[config.mk]
export PLATFORM = sky130hd
export DESIGN_NAME = wmc_panel
export DESIGN_NICKNAME = d
export VERILOG_FILES = /design/src/rtl/wmc_panel.sv
export SDC_FILE = /design/constraint.sdc
export NUM_CORES = 1
export LEC_CHECK = 0
export ABC_CLOCK_PERIOD_IN_PS = 3900
export CORE_MARGIN = 2
export CORE_UTILIZATION = 50
export CTS_BUF_LIST = sky130_fd_sc_hd__clkbuf_8
export CTS_CLUSTER_DIAMETER = 30
export DETAILED_ROUTE_END_ITERATION = 10
export PLACE_DENSITY = 0.76
export SLEW_MARGIN = 20
export SYNTH_ARGS = -nofsm -noshare
export SYNTH_HDL_FRONTEND = slang
export SYNTH_SLANG_ARGS = --single-unit
export TNS_END_PERCENT = 1
[constraint.sdc]
create_clock -name clk -period 3.9 [get_ports clk]
set_input_delay 0.78 -clock clk [delete_from_list [all_inputs] [get_ports clk]]
set_output_delay 0.78 -clock clk [all_outputs]
set_load 0.02 [all_outputs]
[src/rtl/wmc_panel.sv]
// Front-panel conditioner for the washing-machine controller: synchronises and
// debounces start/stop/door, drives the door lock and issues start/stop pulses.
module wmc_panel #(
    parameter int unsigned DEBOUNCE_CYCLES = 4,
    parameter int unsigned LOCK_CYCLES     = 3,
    parameter int unsigned UNLOCK_CYCLES   = 3
) (
    input  logic       clk,
    input  logic       rst,
    input  logic       start_btn,
    input  logic       stop_btn,
    input  logic       door_closed,
    input  logic       cycle_done,
    output logic       start,
    output logic       stop,
    output logic       door_lock,
    output logic       fault,
    output logic [1:0] panel_state
);

    typedef enum logic [1:0] {
        IDLE   = 2'd0,
        LOCK   = 2'd1,
        RUN    = 2'd2,
        UNLOCK = 2'd3
    } state_e;

    localparam logic [7:0] DEB_N    = 8'(DEBOUNCE_CYCLES);
    localparam logic [7:0] LOCK_N   = 8'(LOCK_CYCLES);
    localparam logic [7:0] UNLOCK_N = 8'(UNLOCK_CYCLES);

    // Bit 0 = start button, bit 1 = stop button, bit 2 = door switch.
    logic [2:0]      raw;
    logic [2:0]      sync1_q, sync2_q;
    logic [2:0]      lvl_q, lvl_d;
    logic [2:0][7:0] db_cnt_q, db_cnt_d;
    logic [1:0]      prev_q;

    assign raw = {door_closed, stop_btn, start_btn};

    always_comb begin
        lvl_d    = lvl_q;
        db_cnt_d = '0;
        for (int unsigned i = 0; i < 3; i++) begin
            if (sync2_q[i] != lvl_q[i]) begin
                if (db_cnt_q[i] + 8'd1 == DEB_N) begin
                    lvl_d[i] = sync2_q[i];
                end else begin
                    db_cnt_d[i] = db_cnt_q[i] + 8'd1;
                end
            end
        end
    end

    always_ff @(posedge clk or posedge rst) begin
        if (rst) begin
            sync1_q  <= '0;
            sync2_q  <= '0;
            lvl_q    <= '0;
            db_cnt_q <= '0;
            prev_q   <= '0;
        end else begin
            sync1_q  <= raw;
            sync2_q  <= sync1_q;
            lvl_q    <= lvl_d;
            db_cnt_q <= db_cnt_d;
            prev_q   <= lvl_q[1:0];
        end
    end

    logic start_press, stop_press, door_ok;

    assign start_press = lvl_q[0] & ~prev_q[0];
    assign stop_press  = lvl_q[1] & ~prev_q[1];
    assign door_ok     = lvl_q[2];

    state_e     state_q;
    logic [7:0] cnt_q;
    logic       start_q, stop_q, lock_q, fault_q;

    always_ff @(posedge clk or posedge rst) begin
        if (rst) begin
            state_q <= IDLE;
            cnt_q   <= '0;
            start_q <= 1'b0;
            stop_q  <= 1'b0;
            lock_q  <= 1'b0;
            fault_q <= 1'b0;
        end else begin
            start_q <= 1'b0;
            stop_q  <= 1'b0;
            unique case (state_q)
                IDLE: begin
                    if (start_press && !stop_press) begin
                        if (door_ok) begin
                            state_q <= LOCK;
                            cnt_q   <= '0;
                            lock_q  <= 1'b1;
                            fault_q <= 1'b0;
                        end else begin
                            fault_q <= 1'b1;
                        end
                    end
                end
                LOCK: begin
                    if (!door_ok) begin
                        state_q <= IDLE;
                        cnt_q   <= '0;
                        lock_q  <= 1'b0;
                        fault_q <= 1'b1;
                    end else if (stop_press) begin
                        state_q <= IDLE;
                        cnt_q   <= '0;
                        lock_q  <= 1'b0;
                    end else if (cnt_q + 8'd1 == LOCK_N) begin
                        state_q <= RUN;
                        cnt_q   <= '0;
                        start_q <= 1'b1;
                    end else begin
                        cnt_q <= cnt_q + 8'd1;
                    end
                end
                RUN: begin
                    // A stop request or open door wins over cycle_done so stop is still pulsed.
                    if (stop_press || !door_ok) begin
                        state_q <= UNLOCK;
                        cnt_q   <= '0;
                        stop_q  <= 1'b1;
                        if (!door_ok) begin
                            fault_q <= 1'b1;
                        end
                    end else if (cycle_done) begin
                        state_q <= UNLOCK;
                        cnt_q   <= '0;
                    end
                end
                UNLOCK: begin
                    if (cnt_q + 8'd1 == UNLOCK_N) begin
                        state_q <= IDLE;
                        cnt_q   <= '0;
                        lock_q  <= 1'b0;
                    end else begin
                        cnt_q <= cnt_q + 8'd1;
                    end
                end
            endcase
        end
    end

    assign start       = start_q;
    assign stop        = stop_q;
    assign door_lock   = lock_q;
    assign fault       = fault_q;
    assign panel_state = state_q;

endmodule

# Word-level counts from Yosys, hierarchy flattened
# Index checks and enable logic that the tools add are counted.
dict set report classes {
  addsub 4
  n_eq_ne 17
  mux 40
  bitwise_logic 4
  reduce_logical 14
}
# cell count
set op_table {}
lappend op_table {{two-way mux 8 bit} 13}
lappend op_table {{adder 8 x 1 -> 8 bit, second input constant} 4}
lappend op_table {{case mux 8 bit (4 select lines)} 1}
lappend op_table {{equality test 8 x 3 -> 1 bit, second input constant} 3}
lappend op_table {{two-way mux 2 bit} 8}
lappend op_table {{two-way mux 1 bit} 15}
lappend op_table {{AND reduction 5 bit} 2}
lappend op_table {{equality test 8 x 2 -> 1 bit, second input constant} 1}
lappend op_table {{inequality test 2 bit, second input constant} 4}
lappend op_table {{case mux 2 bit (4 select lines)} 1}
lappend op_table {{inequality test 3 bit, second input constant} 2}
lappend op_table {{case mux 1 bit (3 select lines)} 2}
lappend op_table {{AND reduction 2 bit} 3}
lappend op_table {{AND reduction 3 bit} 2}
lappend op_table {{nonzero test 3 bit} 2}
lappend op_table {{equality test 2 bit, second input constant} 2}
lappend op_table {{inequality test 4 bit, second input constant} 1}
lappend op_table {{inequality test 1 bit} 3}
lappend op_table {{AND 1 bit} 2}
lappend op_table {{equality test 2 x 1 -> 1 bit, second input constant} 1}
lappend op_table {{logical NOT 1 bit} 2}
lappend op_table {{logical NOT 2 bit} 1}
lappend op_table {{inverter 1 bit} 2}
lappend op_table {{logical AND 1 bit} 1}
lappend op_table {{logical OR 1 bit} 1}
dict set report word_totals {
  reg_bits 49
  input_bits 6
  output_inout_bits 6
}

# Depth between registers and ports, before layout
# Gate-level depths: netlist of the first run.
dict set report logic_depth {
  word_depth 6
  mapped_depth 8
  depth_no_buf 7
}

# Worst setup path before layout of the first run
# Ideal clock, no wire load.
dict set report synth_path {
  kind {reg2reg}
  startpoint {reg state_q[0], in the netlist panel_state[0]}
  endpoint {reg cnt_q[7]}
  setup_ps 95
  arrival_ps 1849
  required_ps 3805
  path_slack_ps 1955
  path_stages_with_launch 8
  period_less_slack_ps 1945
  cell_sequence {dfrtp_1 -> inv_1 -> ha_1 -> nor2b_1 -> a31o_2 -> or2_1 -> clkbuf_1 -> o31ai_1}
}
dict set report synth_via {
  elab_chain_cells 3
  elab_cells_between_ends 9
  classes_between {eq/ne (6); mux (1); reduce/logical (2)}
}
# element line
set synth_rtl {}
lappend synth_rtl {{start, declared} 77} ;# state_e state_q;
lappend synth_rtl {{start signal, assigned} 83} ;# state_q <= IDLE;
lappend synth_rtl {{start signal, assigned} 96} ;# state_q <= LOCK;
lappend synth_rtl {{start signal, assigned} 107} ;# state_q <= IDLE;
lappend synth_rtl {{equality test 2 bit or logical NOT 2 bit (tied branches)} 92} ;# unique case (state_q)
lappend synth_rtl {{inequality test 3 bit (no source line) or inequality test 2 bit (tied branches)} --}
lappend synth_rtl {{AND reduction 3 bit (no source line)} --}
lappend synth_rtl {{end signal, assigned} 120} ;# cnt_q <= cnt_q + 8'd1;
lappend synth_rtl {{end signal, assigned} 143} ;# cnt_q <= cnt_q + 8'd1;
lappend synth_rtl {{end, declared} 78} ;# logic [7:0] cnt_q;
# Several ways; a longest one is shown, not always the timed one.
# A chain may end at the register's enable or synchronous reset.

# Worst setup path after layout of the first run
dict set report layout_path {
  startpoint {reg cnt_q[0]}
  endpoint {reg state_q[0], in the netlist panel_state[0]}
}
dict set report layout_via {
  elab_chain_cells 4
  elab_cells_between_ends 5
  classes_between {add/sub (1); eq/ne (3); reduce/logical (1)}
}
# element line
set layout_rtl {}
lappend layout_rtl {{adder 8 x 1 -> 8 bit (*)} {115, 138}}
lappend layout_rtl {{equality test 8 x 2 -> 1 bit (*)} {115, 138}}
lappend layout_rtl {{inequality test 4 bit (no source line) or inequality test 2 bit (tied branches)} --}
lappend layout_rtl {{AND reduction 5 bit (no source line) (*)} --}
lappend layout_rtl {{end signal, assigned} 112} ;# state_q <= IDLE;
lappend layout_rtl {{end signal, assigned} 116} ;# state_q <= RUN;
lappend layout_rtl {{end signal, assigned} 139} ;# state_q <= IDLE;
# Mark *: on every way between the ends. The rest lies on a longest branch, timed or not.

==> impl_metrics.tcl, run 1 <==
set metrics [dict create \
    routed_wl_mm 4.52 \
    drive_above_1_share 0.0766 \
    post-route-drc-count 0 \
    rsz0062_at_grt "no" \
    synth_compound_area_frac 0.155 \
    critical_path.endpoint_type "flop" \
    synthSimpleGateAreaFrac 0.197 \
    detail_route.first_pass.iterations 4 \
    synthFlopType "sky130_fd_sc_hd__dfrtp_1" \
    outcome "complete, no violations" \
    gpl.final_weighted_congestion 0.782 \
    crit_path_start_kind "flop" \
    critical_path_peak_fanout 7 \
    netlist_area_mm2 0.00257 \
    global_route.usage.met2 0.298 \
    finalSetupViolCount 0 \
    timing.final.crit_period_ps 2180 \
    clock_insertion_delay_worst_skew_ps 300 \
    path_class "flop to flop" \
    timing.max_slew.rel_slack 0.388 \
    synth_cells 249 \
    die_y_um 75.7 \
    postSynthNetCount 267 \
    synth.area.top_cells "sky130_fd_sc_hd__dfrtp_1, sky130_fd_sc_hd__ha_1, sky130_fd_sc_hd__xor2_1, sky130_fd_sc_hd__nor2_1, sky130_fd_sc_hd__xnor2_1" \
    cts_post_setup_buffers_inserted 0 \
    synth_edf_count 0 \
    worstMarginPinSlew_ps 914 \
    ys.warnings.count 0 \
    cts_max_path_buffers 2 \
    synth_adder_area_share 0.0585 \
    first_global_vias 1728 \
    synth_area_leader_cell "sky130_fd_sc_hd__dfrtp_1" \
    clock.fmax_mhz 458 \
    required_ps 4090 \
    skew_ps 9.33 \
    total_chip_power_w 0.00148 \
    p_leak_nw 1.23 \
    dieArea_mm2 0.00572 \
    cts_resized 0 \
    timing_hold_violations_final 0 \
    worst-r2r-setup-slack_ps 1720 \
    netlist-cell-type-count 44 \
    global_route.usage.met3 0.0357 \
    ys_ff_latch 49 \
    routed-via-count 1821 \
    port-buffer-count 11 \
    post_synth_xor_area_fraction 0.0785 \
    synth_most_common_cell "sky130_fd_sc_hd__dfrtp_1" \
    die_width_um 75.7 \
    fin_nets 278 \
    cp.arrival_ps 2380 \
    synthToLayoutAreaGrowth_pct 11.0 \
    post_synth_mux_area_share 0.0132 \
    yosys.area.top_type_share 0.478 \
    num_rows 26 \
    setup_total_negative_slack_ps 0 \
    powerDensity_mw_per_mm2 518 \
    largest_family_of_logic_cells_by_synthesized_area "simple AND/OR/NAND/NOR gates" \
    core_region_area_mm2 0.00504 \
    cts_hold_buffers 0 \
    fin_crit_sh 0.560 \
    combined_global_route_utilization_of_all_metal_layers 0.184 \
    io_pins 12 \
    largest_net_degree_at_the_start_of_global_routing 50 \
    global_route.overflow_total 0 \
    hp-class "flop to flop" \
    number_of_nets_still_failing_antenna_checks_after_routing 0 \
    place_hpwl_mm 3.19 \
    ys_seq_area_frac 0.478 \
    cts_tree "built" \
    holdWs_ps 363 \
    ctsRootBufferMaster "sky130_fd_sc_hd__clkbuf_8" \
    post_drt_via_cell_ratio 5.50 \
    top_usage_layer "met2" \
    clkTransAtPathRegs_ps 90 \
    clock_sinks 49 \
    grt_use_met1 0.249 \
    antenna_found_initial 0 \
    maximum_vdd_drop_uv 381 \
    final-max-slew-violation-count 0 \
    finish.utilization 0.565 \
    grt_pass1_wl_mm 8.06 \
    max_capacitance_violation_count 0 \
    antenna-diode-count 0 \
    synth_common_cells "sky130_fd_sc_hd__dfrtp_1, sky130_fd_sc_hd__nor2_1, sky130_fd_sc_hd__nand2_1, sky130_fd_sc_hd__xor2_1" \
    start_util 0.509 \
    cts-buffers-inserted 5 \
    wire_per_inst_um 13.6 \
    number_of_h_tree_branching_levels 2 \
    asyncSetResetFlopFracSynth 1.00 \
    dr.first_iter.drc_count 80 \
    avgSynthCellArea_um2 10.3 \
]
## flip-flops by register name, indices dropped and copies added (netlist names), 2 cells and up, named ones only
name and flops:
prev_q 2, lvl_q 3, sync2_q 3, cnt_q 8
db_cnt_q 24, sync1_q 3
## critical path: stages (launching register included)
cell and delay, ps:
sky130_fd_sc_hd__dfrtp_1 480, sky130_fd_sc_hd__ha_1 270, sky130_fd_sc_hd__and3_1 300, sky130_fd_sc_hd__nand4_1 140
sky130_fd_sc_hd__o31ai_2 440, sky130_fd_sc_hd__a311oi_1 150, sky130_fd_sc_hd__a221o_1 290
## routing by layer
metal | up-vias | wire (um)
li1 | 918 | -
met1 | 877 | 2200
met2 | 19 | 2120
met3 | 7 | 139
met4 | 0 | 62
met5 | - | 0
## layout make-up
type | instances | area (um^2)
Clock inverter | 2 | 33.8
Multi-Input combinational cell | 188 | 1290
Clock buffer | 6 | 82.6
Inverter | 5 | 20.0
Timing Repair Buffer | 11 | 110
Sequential cell | 49 | 1230
Fill cell | 446 | 2190
Tap cell | 70 | 87.6
## cells in the final DEF, fill, tap and decap left out, types with 2 or more instances in the layout
cell type and count:
sky130_fd_sc_hd__nand3_1 12, sky130_fd_sc_hd__ha_1 12, sky130_fd_sc_hd__and3_1 4, sky130_fd_sc_hd__a41o_1 2, sky130_fd_sc_hd__a31o_2 3, sky130_fd_sc_hd__xor2_1 13, sky130_fd_sc_hd__nand2_1 15, sky130_fd_sc_hd__mux2_2 3
sky130_fd_sc_hd__a31oi_1 5, sky130_fd_sc_hd__nor2_1 26, sky130_fd_sc_hd__xnor2_1 10, sky130_fd_sc_hd__a311o_1 2, sky130_fd_sc_hd__o22ai_1 2, sky130_fd_sc_hd__and4_1 5, sky130_fd_sc_hd__nor4_1 2, sky130_fd_sc_hd__a211oi_1 3
sky130_fd_sc_hd__o211a_1 3, sky130_fd_sc_hd__nand2b_1 9, sky130_fd_sc_hd__inv_1 5, sky130_fd_sc_hd__nor3_1 2, sky130_fd_sc_hd__nor2b_1 8, sky130_fd_sc_hd__a21oi_1 7, sky130_fd_sc_hd__and2_1 2, sky130_fd_sc_hd__o21ai_0 11
sky130_fd_sc_hd__and3_4 2, sky130_fd_sc_hd__clkdlybuf4s50_1 11, sky130_fd_sc_hd__dfrtp_1 49, sky130_fd_sc_hd__nand4_1 6, sky130_fd_sc_hd__clkbuf_8 6, sky130_fd_sc_hd__o21a_1 2, sky130_fd_sc_hd__o31ai_1 4
## metrics by stage
stage / setup slack (ps) / instance area, um^2 / std cells
after global routing: 1550 / 2850 / 331
after detailed placement: 1560 / 2730 / 323
after floorplan: 1950 / 2570 / 249
after global placement: 1610 / 2730 / 323
final: 1720 / 2850 / 331
after CTS: 1710 / 2850 / 331
## power breakdown
group / internal, W / switching [W] / total (W)
logic: 0.000184 / 0.000237 / 0.000420
clock network: 0.000207 / 0.000163 / 0.000369
registers: 0.000588 / 0.0000978 / 0.000686
total: 0.000978 / 0.000497 / 0.00148
## path summary, 6_finish.rpt
path,end,cells past startpoint,start
worst max-delay path,panel_state[0],6,cnt_q[0]
worst min-delay path,sync2_q[2],0,sync1_q[2]
worst max register to register,panel_state[0],6,cnt_q[0]
worst min register to register,sync2_q[2],0,sync1_q[2]
max in group asynchronous,prev_q[0],2,rst
min in group asynchronous,sync1_q[1],2,rst
## cell families (layout without fill, tap and decap cells)
kind of cell | Yosys count | in the layout
and+or+nand+nor | 96 | 96
DFF | 49 | 49
adders and majority gates | 12 | 12
AOI/OAI and AO/OA | 54 | 54
buffers and inverters | 12 | 24
xor gates and xnor gates | 23 | 23
muxes | 3 | 3
(Power assumes the default switching activity.)
==> inputs of run 2 (changes only) <==
--- a/config.mk
+++ b/config.mk
@@ -5,7 +5,7 @@
 export SDC_FILE = /design/constraint.sdc
 export NUM_CORES = 1
 export LEC_CHECK = 0
-export ABC_CLOCK_PERIOD_IN_PS = 3900
+export ABC_CLOCK_PERIOD_IN_PS = 2029
 export CORE_MARGIN = 2
 export CORE_UTILIZATION = 50
 export CTS_BUF_LIST = sky130_fd_sc_hd__clkbuf_8
==> constraint.sdc (replaced) <==
create_clock -name clk -period 2.03 [get_ports clk]
set_input_delay 0.406 -clock clk [delete_from_list [all_inputs] [get_ports clk]]
set_output_delay 0.406 -clock clk [all_outputs]
set_load 0.02 [all_outputs]
==> impl_metrics.tcl, run 2 (synthesis results as in run 1) <==
set metrics [dict create \
    outcome "complete, no violations" \
    clock_insertion_delay_worst_skew_ps 300 \
    worst-r2r-setup-slack_ps 110 \
    critical_path_peak_fanout 7 \
    cts-buffers-inserted 5 \
    timing.hold.worst.start "sync1_q[2]" \
    global_route.overflow_total 0 \
    gpl.final_weighted_congestion 0.858 \
    largest_net_degree_at_the_start_of_global_routing 50 \
    critical_path.endpoint "panel_state[0]" \
    combined_global_route_utilization_of_all_metal_layers 0.186 \
    antenna-diode-count 0 \
    max_capacitance_violation_count 0 \
    biggestRegsByFlops "db_cnt_q x24, cnt_q x8" \
    fin_nets 289 \
    timing_hold_violations_final 0 \
    grt_pass1_wl_mm 8.11 \
    crit_path_start_kind "flop" \
    number_of_h_tree_branching_levels 2 \
    ff2ff_path_depth 6 \
    dieArea_mm2 0.00572 \
    area.sequential_mm2 0.00123 \
    p_leak_nw 1.28 \
    wire_per_inst_um 13.4 \
    layout.cells.most_common "sky130_fd_sc_hd__dfrtp_1" \
    max_flop_register "db_cnt_q" \
    clock.fmax_mhz 522 \
    timing.max_slew.rel_slack 0.632 \
    maximum_vdd_drop_uv 624 \
    routed-via-count 1862 \
    path_class "flop to flop" \
    required_ps 2220 \
    io_pins 12 \
    clkTransAtPathRegs_ps 80 \
    start_util 0.509 \
    slowest_delay_ps 460 \
    antenna_found_initial 0 \
    n_fill_cell 425 \
    cp.arrival_ps 2100 \
    detail_route.first_pass.iterations 4 \
    place_hpwl_mm 3.20 \
    post-route-drc-count 0 \
    critical_path.startpoint "cnt_q[0]" \
    finalSetupViolCount 0 \
    die_y_um 75.7 \
    clock_sinks 49 \
    fin_crit_sh 0.944 \
    multi_input_comb_area_mm2 0.00130 \
    port-buffer-count 11 \
    critical_path.endpoint_type "flop" \
    number_of_flip_flops_in_the_largest_register 24 \
    cts_tree "built" \
    worstMarginPinSlew_ps 548 \
    reg_to_reg_startpoint "cnt_q[0]" \
    powerDensity_mw_per_mm2 985 \
    timing.final.crit_period_ps 1920 \
    hp-class "flop to flop" \
    num_rows 26 \
    post_drt_via_cell_ratio 5.46 \
    timing.critical_path.cells "ha_1 -> and3_4 -> a311o_1 -> o31ai_4 -> a311oi_1 -> a221o_1" \
    skew_ps 3.97 \
    top_usage_layer "met2" \
    drive_above_1_share 0.129 \
    setup_total_negative_slack_ps 0 \
    rsz0062_at_grt "no" \
    rr_endpoint "panel_state[0]" \
    final-max-slew-violation-count 0 \
    finish.utilization 0.585 \
    routed_wl_mm 4.58 \
    number_of_nets_still_failing_antenna_checks_after_routing 0 \
    die_width_um 75.7 \
    core_region_area_mm2 0.00504 \
    layout.cells.most_common_list "sky130_fd_sc_hd__dfrtp_1, sky130_fd_sc_hd__nor2_1, sky130_fd_sc_hd__nand2_1, sky130_fd_sc_hd__xor2_1" \
    first_global_vias 1789 \
    critical-path-slowest-cell "sky130_fd_sc_hd__dfrtp_2" \
    cts_max_path_buffers 2 \
    grt_use_met1 0.261 \
    cts_hold_buffers 0 \
    synthToLayoutAreaGrowth_pct 14.9 \
    global_route.usage.met3 0.0450 \
    dr.first_iter.drc_count 84 \
    ctsRootBufferMaster "sky130_fd_sc_hd__clkbuf_8" \
    global_route.usage.met2 0.285 \
]
## run 2: cell count changes in the layout (fill, tap and decap cells not counted), sizes merged
cell    before  now
buf          0   11
clkbuf       6    5
## run 2: worst min-delay path by stage
stage	end	slack, ps	cells after the start
final	sync2_q[2]	350	0
after global routing	sync2_q[0]	370	0
after CTS	sync2_q[2]	350	0
after detailed placement	sync2_q[2]	330	0
after global placement	sync2_q[0]	330	0
after floorplan	sync2_q[0]	330	0
## run 2: layout make-up
class | count | area share
Timing Repair Buffer | 22 | 0.0696
Clock inverter | 2 | 0.0119
Multi-Input combinational cell | 188 | 0.442
Tap cell | 70 | 0.0297
Clock buffer | 5 | 0.0233
Inverter | 5 | 0.00636
Sequential cell | 49 | 0.417
## run 2: metal layers
metal  wire length, um  vias up
li1                  -      938
met1              2180      886
met2              2160       30
met3               155        8
met4                76        0
met5                 0        -
## run 2: where the power goes
| part | total, W | internal [W] | leakage, nW | switching, W |
|---|---|---|---|---|
| Clock | 0.000670 | 0.000358 | 0.0540 | 0.000311 |
| Combinational | 0.000937 | 0.000440 | 0.575 | 0.000498 |
| Sequential | 0.00130 | 0.00113 | 0.646 | 0.000166 |
| Total | 0.00291 | 0.00193 | 1.28 | 0.000975 |
## run 2: metrics by stage
stage                     instances  area [um^2]  total power, W  setup slack [ps]  hold WS, ps
after global placement          333         2820         0.00221               126          332
after detailed placement        333         2820         0.00224              82.9          335
after floorplan                 249         2570         0.00193              85.5          331
final                           341         2950         0.00291               114          353
after global routing            341         2950         0.00310              25.8          370
after CTS                       340         2920         0.00291              55.8          354
## run 2: worst max-delay path, delay by kind of cell, from the launching register on
kind | cells | cell delay, ps
compound gates | 4 | 890
fa+ha+maj | 1 | 260
flops | 1 | 460
simple gates | 1 | 200
## run 2: repair_timing
item                       4_1_cts  5_1_grt
setup endpoints to repair        0        8
buffers inserted                 0        1
resized for setup                0        5
==> inputs of run 3 (changes only) <==
--- a/config.mk
+++ b/config.mk
@@ -12,7 +12,7 @@
 export CTS_CLUSTER_DIAMETER = 30
 export DETAILED_ROUTE_END_ITERATION = 10
 export PLACE_DENSITY = 0.76
-export SLEW_MARGIN = 20
+export SLEW_MARGIN = 5
 export SYNTH_ARGS = -nofsm -noshare
 export SYNTH_HDL_FRONTEND = slang
 export SYNTH_SLANG_ARGS = --single-unit
==> results of run 3 <==
The final DEF is identical to that of run 2; final timing and power are the same.
